File: config.mk
export PLATFORM = sky130hd
export DESIGN_NAME = ex_mem_stage
export DESIGN_NICKNAME = d
export VERILOG_FILES = /design/src/rtl/ex_mem_stage_pkg.sv /design/src/rtl/ex_mem_stage_pipe_skid_buf.sv /design/src/rtl/ex_mem_stage.sv
export SDC_FILE = /design/constraint.sdc
export NUM_CORES = 1
export LEC_CHECK = 0
export ABC_AREA = 1
export CAP_MARGIN = 20
export CELL_PAD_IN_SITES_DETAIL_PLACEMENT = 0
export CELL_PAD_IN_SITES_GLOBAL_PLACEMENT = 1
export CORE_UTILIZATION = 38
export CTS_BUF_LIST = sky130_fd_sc_hd__clkbuf_2 sky130_fd_sc_hd__clkbuf_4 sky130_fd_sc_hd__clkbuf_8
export CTS_CLUSTER_DIAMETER = 100
export DETAILED_ROUTE_END_ITERATION = 16
export GPL_ROUTABILITY_DRIVEN = 0
export PLACE_DENSITY = 0.83
export SYNTH_ARGS = -nofsm -noshare
export SYNTH_HDL_FRONTEND = slang
export SYNTH_SLANG_ARGS = --single-unit
File: constraint.sdc
create_clock -name clk -period 17.6 [get_ports clk]
set_input_delay 5.28 -clock clk [delete_from_list [all_inputs] [get_ports clk]]
set_output_delay 5.28 -clock clk [all_outputs]
set_load 0.05 [all_outputs]
File: src/rtl/ex_mem_stage_pkg.sv
// Shared definitions for the EX->MEM pipeline register.
// Provides the default datapath widths, the skid-buffer state encodings and a
// helper for the $zero write-suppression rule.
package ex_mem_stage_pkg;

  localparam int REG_WIDTH    = 32;
  localparam int EXMEM_DATA_W = REG_WIDTH;
  localparam int EXMEM_RA_W   = 5;

  // Control bits carried alongside the two data words and rd:
  // {regwrite, memread, memwrite, mem2reg}
  localparam int EXMEM_CTRL_W = 4;

  typedef logic [1:0] skid_state_t;

  localparam skid_state_t ST_EMPTY = 2'd0;
  localparam skid_state_t ST_ONE   = 2'd1;
  localparam skid_state_t ST_FULL  = 2'd2;

  // $zero is never a real write target, so its regwrite is dropped at capture.
  function automatic logic wb_enable(input logic regwrite, input logic rd_nonzero);
    return regwrite & rd_nonzero;
  endfunction

endpackage

File: src/rtl/ex_mem_stage_pipe_skid_buf.sv
// pipe_skid_buf: generic 2-entry valid/ready skid buffer.
// in_ready depends only on registered state, so there is no combinational
// path from out_ready back to the producer. Entries leave in arrival order.
//
// state    | meaning
// ---------+--------------------------------------------
// ST_EMPTY | nothing held
// ST_ONE   | main entry valid (driving out_data)
// ST_FULL  | main and skid valid, upstream stalled
//
// Ports: clk, rst (async, active-high), flush (sync kill of both entries),
//        in_valid/in_ready/in_data, out_valid/out_ready/out_data.
module pipe_skid_buf
  import ex_mem_stage_pkg::*;
#(
  parameter int W = 8
) (
  input  logic         clk,
  input  logic         rst,
  input  logic         flush,
  input  logic         in_valid,
  output logic         in_ready,
  input  logic [W-1:0] in_data,
  output logic         out_valid,
  input  logic         out_ready,
  output logic [W-1:0] out_data
);

  skid_state_t  state_q, state_d;
  logic [W-1:0] main_q, main_d;
  logic [W-1:0] skid_q, skid_d;
  logic         in_fire, out_fire;

  assign in_ready  = (state_q != ST_FULL);
  assign out_valid = (state_q != ST_EMPTY);
  assign out_data  = main_q;
  assign in_fire   = in_valid & in_ready;
  assign out_fire  = out_valid & out_ready;

  always_comb begin
    state_d = state_q;
    main_d  = main_q;
    skid_d  = skid_q;
    case (state_q)
      ST_EMPTY: begin
        if (in_fire) begin
          main_d  = in_data;
          state_d = ST_ONE;
        end
      end
      ST_ONE: begin
        if (in_fire && !out_fire) begin
          skid_d  = in_data;
          state_d = ST_FULL;
        end else if (in_fire && out_fire) begin
          main_d  = in_data;
        end else if (out_fire) begin
          state_d = ST_EMPTY;
        end
      end
      ST_FULL: begin
        if (out_fire) begin
          main_d  = skid_q;
          state_d = ST_ONE;
        end
      end
      default: state_d = ST_EMPTY;
    endcase
    // Flush overrides everything; the beat leaving this cycle is still seen downstream.
    if (flush) state_d = ST_EMPTY;
  end

  always_ff @(posedge clk or posedge rst) begin
    if (rst) begin
      state_q <= ST_EMPTY;
      main_q  <= '0;
      skid_q  <= '0;
    end else begin
      state_q <= state_d;
      main_q  <= main_d;
      skid_q  <= skid_d;
    end
  end

endmodule

File: src/rtl/ex_mem_stage.sv
// ex_mem_stage: EX->MEM pipeline register with valid/ready handshake and a
// 2-entry skid buffer. Packs EX results and MEM/WB control into one payload,
// suppresses writes to $zero, and drives the EX forwarding path from the
// entry currently presented to MEM.
//
// Ports: clk, rst (async, active-high), flush;
//        in_valid/in_ready + in_result, in_store_data, in_rd, in_regwrite,
//        in_memread, in_memwrite, in_mem2reg;
//        out_valid/out_ready + matching out_* fields;
//        fwd_valid, fwd_rd, fwd_result;
//        stall_cnt (only when EXMEM_STALL_CNT_EN is defined).
//
// Build option EXMEM_STALL_CNT_EN: adds a saturating 32-bit count of cycles
// where MEM back-pressures a valid beat. Cleared only by rst.
module ex_mem_stage
  import ex_mem_stage_pkg::*;
#(
  parameter int DATA_W = EXMEM_DATA_W,
  parameter int RA_W   = EXMEM_RA_W
) (
  input  logic              clk,
  input  logic              rst,
  input  logic              flush,
  input  logic              in_valid,
  output logic              in_ready,
  input  logic [DATA_W-1:0] in_result,
  input  logic [DATA_W-1:0] in_store_data,
  input  logic [RA_W-1:0]   in_rd,
  input  logic              in_regwrite,
  input  logic              in_memread,
  input  logic              in_memwrite,
  input  logic              in_mem2reg,
  output logic              out_valid,
  input  logic              out_ready,
  output logic [DATA_W-1:0] out_result,
  output logic [DATA_W-1:0] out_store_data,
  output logic [RA_W-1:0]   out_rd,
  output logic              out_regwrite,
  output logic              out_memread,
  output logic              out_memwrite,
  output logic              out_mem2reg,
  output logic              fwd_valid,
  output logic [RA_W-1:0]   fwd_rd,
  output logic [DATA_W-1:0] fwd_result
`ifdef EXMEM_STALL_CNT_EN
  ,
  output logic [31:0]       stall_cnt
`endif
);

  localparam int PAYLOAD_W = 2 * DATA_W + RA_W + EXMEM_CTRL_W;

  logic [PAYLOAD_W-1:0] in_payload;
  logic [PAYLOAD_W-1:0] out_payload;

  assign in_payload = {in_result, in_store_data, in_rd,
                       wb_enable(in_regwrite, in_rd != '0),
                       in_memread, in_memwrite, in_mem2reg};

  pipe_skid_buf #(
    .W (PAYLOAD_W)
  ) u_skid (
    .clk       (clk),
    .rst       (rst),
    .flush     (flush),
    .in_valid  (in_valid),
    .in_ready  (in_ready),
    .in_data   (in_payload),
    .out_valid (out_valid),
    .out_ready (out_ready),
    .out_data  (out_payload)
  );

  assign {out_result, out_store_data, out_rd,
          out_regwrite, out_memread, out_memwrite, out_mem2reg} = out_payload;

  // Load data only exists after MEM, so loads cannot forward from here.
  assign fwd_valid  = out_valid & out_regwrite & ~out_memread;
  assign fwd_rd     = out_rd;
  assign fwd_result = out_result;

`ifdef EXMEM_STALL_CNT_EN
  logic [31:0] stall_cnt_q, stall_cnt_d;

  always_comb begin
    stall_cnt_d = stall_cnt_q;
    if (out_valid && !out_ready && (stall_cnt_q != 32'hFFFF_FFFF))
      stall_cnt_d = stall_cnt_q + 32'd1;
  end

  always_ff @(posedge clk or posedge rst) begin
    if (rst) stall_cnt_q <= '0;
    else     stall_cnt_q <= stall_cnt_d;
  end

  assign stall_cnt = stall_cnt_q;
`endif

endmodule

-- Word-level counts from Yosys, hierarchy flattened
Cells that the tools add are included.
- multipliers: 0
- div/mod/pow operators: 0
- add/sub/neg operators: 0
- bitwise logic cells: 6
- shifts and indexed selects: 0
- order comparisons: 0
- equality and inequality tests: 11
- muxes and demuxes: 12
- reductions and logical operators: 10
- operators with widths (kind ; number):
    $mux 73 ; 4
    $pmux 73 s3 ; 1
    $mux 2 ; 6
    $ne 2x1->1 const B ; 3
    $ne 3x2->1 const B ; 2
    $pmux 2 s3 ; 1
    $and 1x1->1 ; 5
    $reduce_and 5->1 ; 1
    $reduce_bool 5->1 ; 1
    $ne 2x2->1 const B ; 2
    $ne 4x2->1 const B ; 1
    $ne 4x3->1 const B ; 1
    $reduce_and 4->1 ; 1
    $reduce_bool 3->1 ; 1
    $eq 2x1->1 const B ; 1
    $eq 2x2->1 const B ; 1
    $logic_and 1x1->1 ; 2
    $logic_not 2->1 ; 1
    $reduce_and 2->1 ; 1
    $reduce_bool 2->1 ; 1
    $logic_not 1->1 ; 1
    $not 1->1 ; 1
- ROM bits: 0
- bits of input ports: 78
- logic and storage cells: 42
- flip-flop bits (word level): 148
- output and inout bits: 113
- memory bits (writable): 0
- memories kept: 0
- bits in latches: 0

-- Depth between registers and ports, before layout
- depth in word-level cells: 7
- gate-level depth with buffers: 9
- depth with buffers taken out: 7

-- Hierarchy
A second synthesis with hierarchy kept.
- cells, all modules: 809
- area, all modules: 6647.6 um^2
- modules (own cells, without submodules) (module ; cells an instance ; seq. area each (um^2) ; area an instance (um^2) ; instances):
    pipe_skid_buf ; 764 ; 3703.6 ; 6338.6 ; 1
    ex_mem_stage ; 45 ; 0.0 ; 309.0 ; 1

-- Least setup slack after synthesis
Ideal clock, no wire load.
- kind: flip-flop to output port
- from: reg u_skid.state_q[1]
- to: out fwd_valid
- arrival: 1.404 ns
- stages on the path, launching flop included: 5
- setup slack: 10.916 ns
- path buffers: 0
- required time: 12.320 ns
- path through: dfrtp_1 inv_2 nand2_2 nand2_1 nor2_1
- word-level cells in the longest chain between the ends: 3
- RTL lines (item ; line ; text):
    start: declaration ; ex_mem_stage_pipe_skid_buf.sv:29 ; skid_state_t state_q, state_d;
    start signal: assignment ; ex_mem_stage_pipe_skid_buf.sv:79 ; state_q <= state_d;
    $reduce_bool 2->1 ; ex_mem_stage_pipe_skid_buf.sv:35 ; assign out_valid = (state_q != ST_EMPTY);
    named net out_valid ; ex_mem_stage.sv:33 ; output logic out_valid,
    $and 1x1->1 (2 in a row) ; ex_mem_stage.sv:78 ; assign fwd_valid = out_valid & out_regwrite & ~out_memread;
    end: declaration ; ex_mem_stage.sv:42 ; output logic fwd_valid,
The timed path passes the listed nets, and every way through them passes these cells.

-- Final worst setup path
- from: in in_valid
- to: reg u_skid.main_q[21] (netlist: u_skid.out_data[21])
- word-level cells in the longest chain between the ends: 4
- elaborated cells on any way between the ends: 7
- those cells by class: eq/ne (3); bitwise (1); reduce/logical (3)
- RTL lines (item ; line ; text):
    start: declaration ; ex_mem_stage.sv:24 ; input logic in_valid,
    $and 1x1->1 (*) ; ex_mem_stage_pipe_skid_buf.sv:37 ; assign in_fire = in_valid & in_ready;
    $logic_and 1x1->1, on equally long branches ; ex_mem_stage_pipe_skid_buf.sv:52, ex_mem_stage_pipe_skid_buf.sv:55 ;
    $ne 2x2->1 (no source line) or $ne 2x1->1 (tied branches) ; n/a ;
    $reduce_and 5->1 (no source line) (*) ; n/a ;
    end signal: assignment ; ex_mem_stage_pipe_skid_buf.sv:80 ; main_q <= main_d;
    end: declaration ; ex_mem_stage_pipe_skid_buf.sv:30 ; logic [W-1:0] main_q, main_d;
Mark *: on every way between the ends. The rest lies on a longest branch, timed or not.
A chain may end at the register's enable or synchronous reset.

==> metrics.yaml <==
drc: 0
required_ps: 17930
setup_ws_ps: 10300
period_minus_slack_ps: 7296
grt_antenna_before_repair: 0
fmax_mhz: 137.1
drtIter0Drc: 432
io_pins: 191
cp-start-kind: "input port"
dieArea_um2: 18330
fin_setup_tns_ps: 0
cts_setup_buffers: 0
worstSetupPathType: "input port to flip-flop"
hold_buffers: 0
fin_crit_sh_pct: 41.46
cts.sinks: 148
maxCapViolCount: 0
die_h_um: 135.4
ys_top_cells_by_area: "dfrtp_1, nand2_1, o21ai_0, buf_4, inv_1"
intPower_uw: 690.7
clk_path_buf_depth: 2
grt_max_degree: 80
antenna_left: 0
cts_root_buf: "clkbuf_8"
wl_um: 15050
area_delta_synth_final_pct: 30.59
grt_pass1_wl_um: 24510
end_kind: "flip-flop"
clk_pin_slew_ps: 80
grt.overflow.total: 0
sequentialPowerShare_pct: 42.0
cts-htree-levels: 4
synth_edf_count: 0
vias: 5429
finalHoldViolations: 0
viasPerCell: 4.465
syn-cell-area_um2: 6761
busiest_layer: "met2"
yosys-top-cells-count: "nand2_1, dfrtp_1, o21ai_0"
core_area_um2: 17360
pre_cts_ws_ps: 9823
met3_usage_pct: 3.891
p_leak_uw: 0.004334
syn_nets: 926
fillers: 1705
grt_pass1_vias: 4978
holdWs_ps: 479.3
crit_start: "in_valid"
yosysMostFrequentCell: "nand2_1"
finalClockSkew_ps: 10.87
reg2reg_from: "u_skid.state_q[0]$_DFFE_PP0P_"
final-seq-area_um2: 3704
max_slew_margin_pct: 35.27
crit_fanout: 75
p_switching_uw: 438.4
power_frac_comb_pct: 35.3
cts_tree: "yes"
row_count: 48
syn_avg_cell_area_um2: 7.973
yosysTopAreaCell: "dfrtp_1"
dp_hpwl_um: 9365
syn_inst: 848
dr.pass1.iters: 7
place_inst: 1185
clk_latency_ps: 440
synth-seq-area-share_pct: 54.77
yosys_warnings: 0
worstMarginPinSlew_ps: 971.0
hold_class: "flip-flop to flip-flop"
power_density_nw_per_um2: 127.9
peakVddDrop_v: 0.00006570
yosys.area.top_type_share_pct: 54.77
rsz0062_at_grt: "false"
cts_resized: 0
use_met2_pct: 27.21
outcome: "finished clean"
synth_seq_cells: 148
drv_slew: 0
multi_input_area_um2: 2218
drive_gt1_share_pct: 4.541
holdCritStartpoint: "u_skid.out_data[0]$_DFFE_PP0P_"
p_sw_share_pct: 38.83
initial_utilization_pct: 38.96
synthArstFlopShare_pct: 100.0
grt.total_usage_pct: 17.20
instances_no_fill: 1216
grtUsageMet1_pct: 23.24
cp.arrival_ps: 7630
n_antenna_cell: 0
setup_viol: 0
port_buffers: 190
die_x_um: 135.4
synth-main-ff-cell: "dfrtp_1"
nets: 1057
wl_per_cell_um: 12.37
ys_types: 17
numCtsBuffers: 17
clkPwrFrac_pct: 22.7
-- worst paths after layout --
| check | cells past startpoint | to | slack, ps |
|---|---|---|---|
| setup reg to reg | 9 | u_skid.out_data[21]$_DFFE_PP0P_ | 14990 |
| hold / removal | 2 | u_skid.out_data[0]$_DFFE_PP0P_ | 480 |
| setup / recovery | 9 | u_skid.out_data[21]$_DFFE_PP0P_ | 10300 |
| max in group asynchronous | 3 | u_skid.out_data[39]$_DFFE_PP0P_ | 10800 |
| hold reg to reg | 2 | u_skid.out_data[0]$_DFFE_PP0P_ | 480 |
| min in group asynchronous | 2 | u_skid.out_data[62]$_DFFE_PP0P_ | 5330 |
-- sequential cells by signal (all words and copies together), names as in the netlist --
register,flops
u_skid.out_data,73
u_skid.skid_q,73
u_skid.state_q,2
-- critical path, cell delays in order --
cell and delay [ps]:
clkdlybuf4s50_1 450, nand2_1 100, nand2_1 60, nand2_2 70
buf_4 640, inv_2 330, buf_4 420, nand2_1 150
nand2_1 60
-- logic make-up (layout without fill, tap and decap cells) --
family	after synthesis	after routing	synth area share [%]
flip-flops	148	148	54.77
AND/OR/NAND/NOR	391	391	21.93
buffers and inverters	162	305	12.42
AO/OA/AOI/OAI	147	147	10.88
-- cell type report --
cell class / instances / area share (%)
Multi-Input combinational cell: 538 / 25.12
Clock buffer: 20 / 3.047
Clock inverter: 11 / 1.247
Inverter: 78 / 3.401
Tap cell: 225 / 3.188
Sequential cell: 148 / 41.94
Timing Repair Buffer: 196 / 22.05
-- power groups by stage --
stage / Sequential (uW) / Clock (uW) / Combinational [uW]
after floorplan: 579 / 0 / 184
after global placement: 479 / 0 / 398
after detailed placement: 480 / 0 / 402
after CTS: 475 / 265 / 403
after global routing: 485 / 280 / 431
final: 474 / 256 / 399
-- cells in the final DEF (no fill, tap or decap) --
cell type	n
clkdlybuf4s50_1	190
o21ai_1	51
dfrtp_1	148
bufinv_16	2
nand2_1	372
o21ai_0	93
nor2_1	11
nand2_2	3
inv_2	3
inv_1	73
clkinv_2	7
nor3_1	1
nand3_1	3
inv_4	1
nand4_1	1
clkbuf_8	19
a21oi_1	3
clkinvlp_4	2
buf_4	6
inv_6	1
clkbuf_4	1
-- per-layer routing --
layer  vias to the layer above  part of all wire [%]
met5                         -                     0
li1                       2827                     -
met2                       135                    46
met3                        11                   4.7
met1                      2456                    48
met4                         0                  0.96
-- through the flow --
stage / instance area, um^2 / utilization (%) / total power (uW)
2_1_floorplan: 6761 / - / 763.8
3_3_place_gp: 8451 / 48.69 / 876.7
3_5_place_dp: 8451 / 48.69 / 882.5
4_1_cts: 8830 / 50.87 / 1143
5_1_grt: 8830 / 50.87 / 1196
6_report: 8830 / 50.87 / 1129
Note: power is estimated with default switching activity, not from simulation.
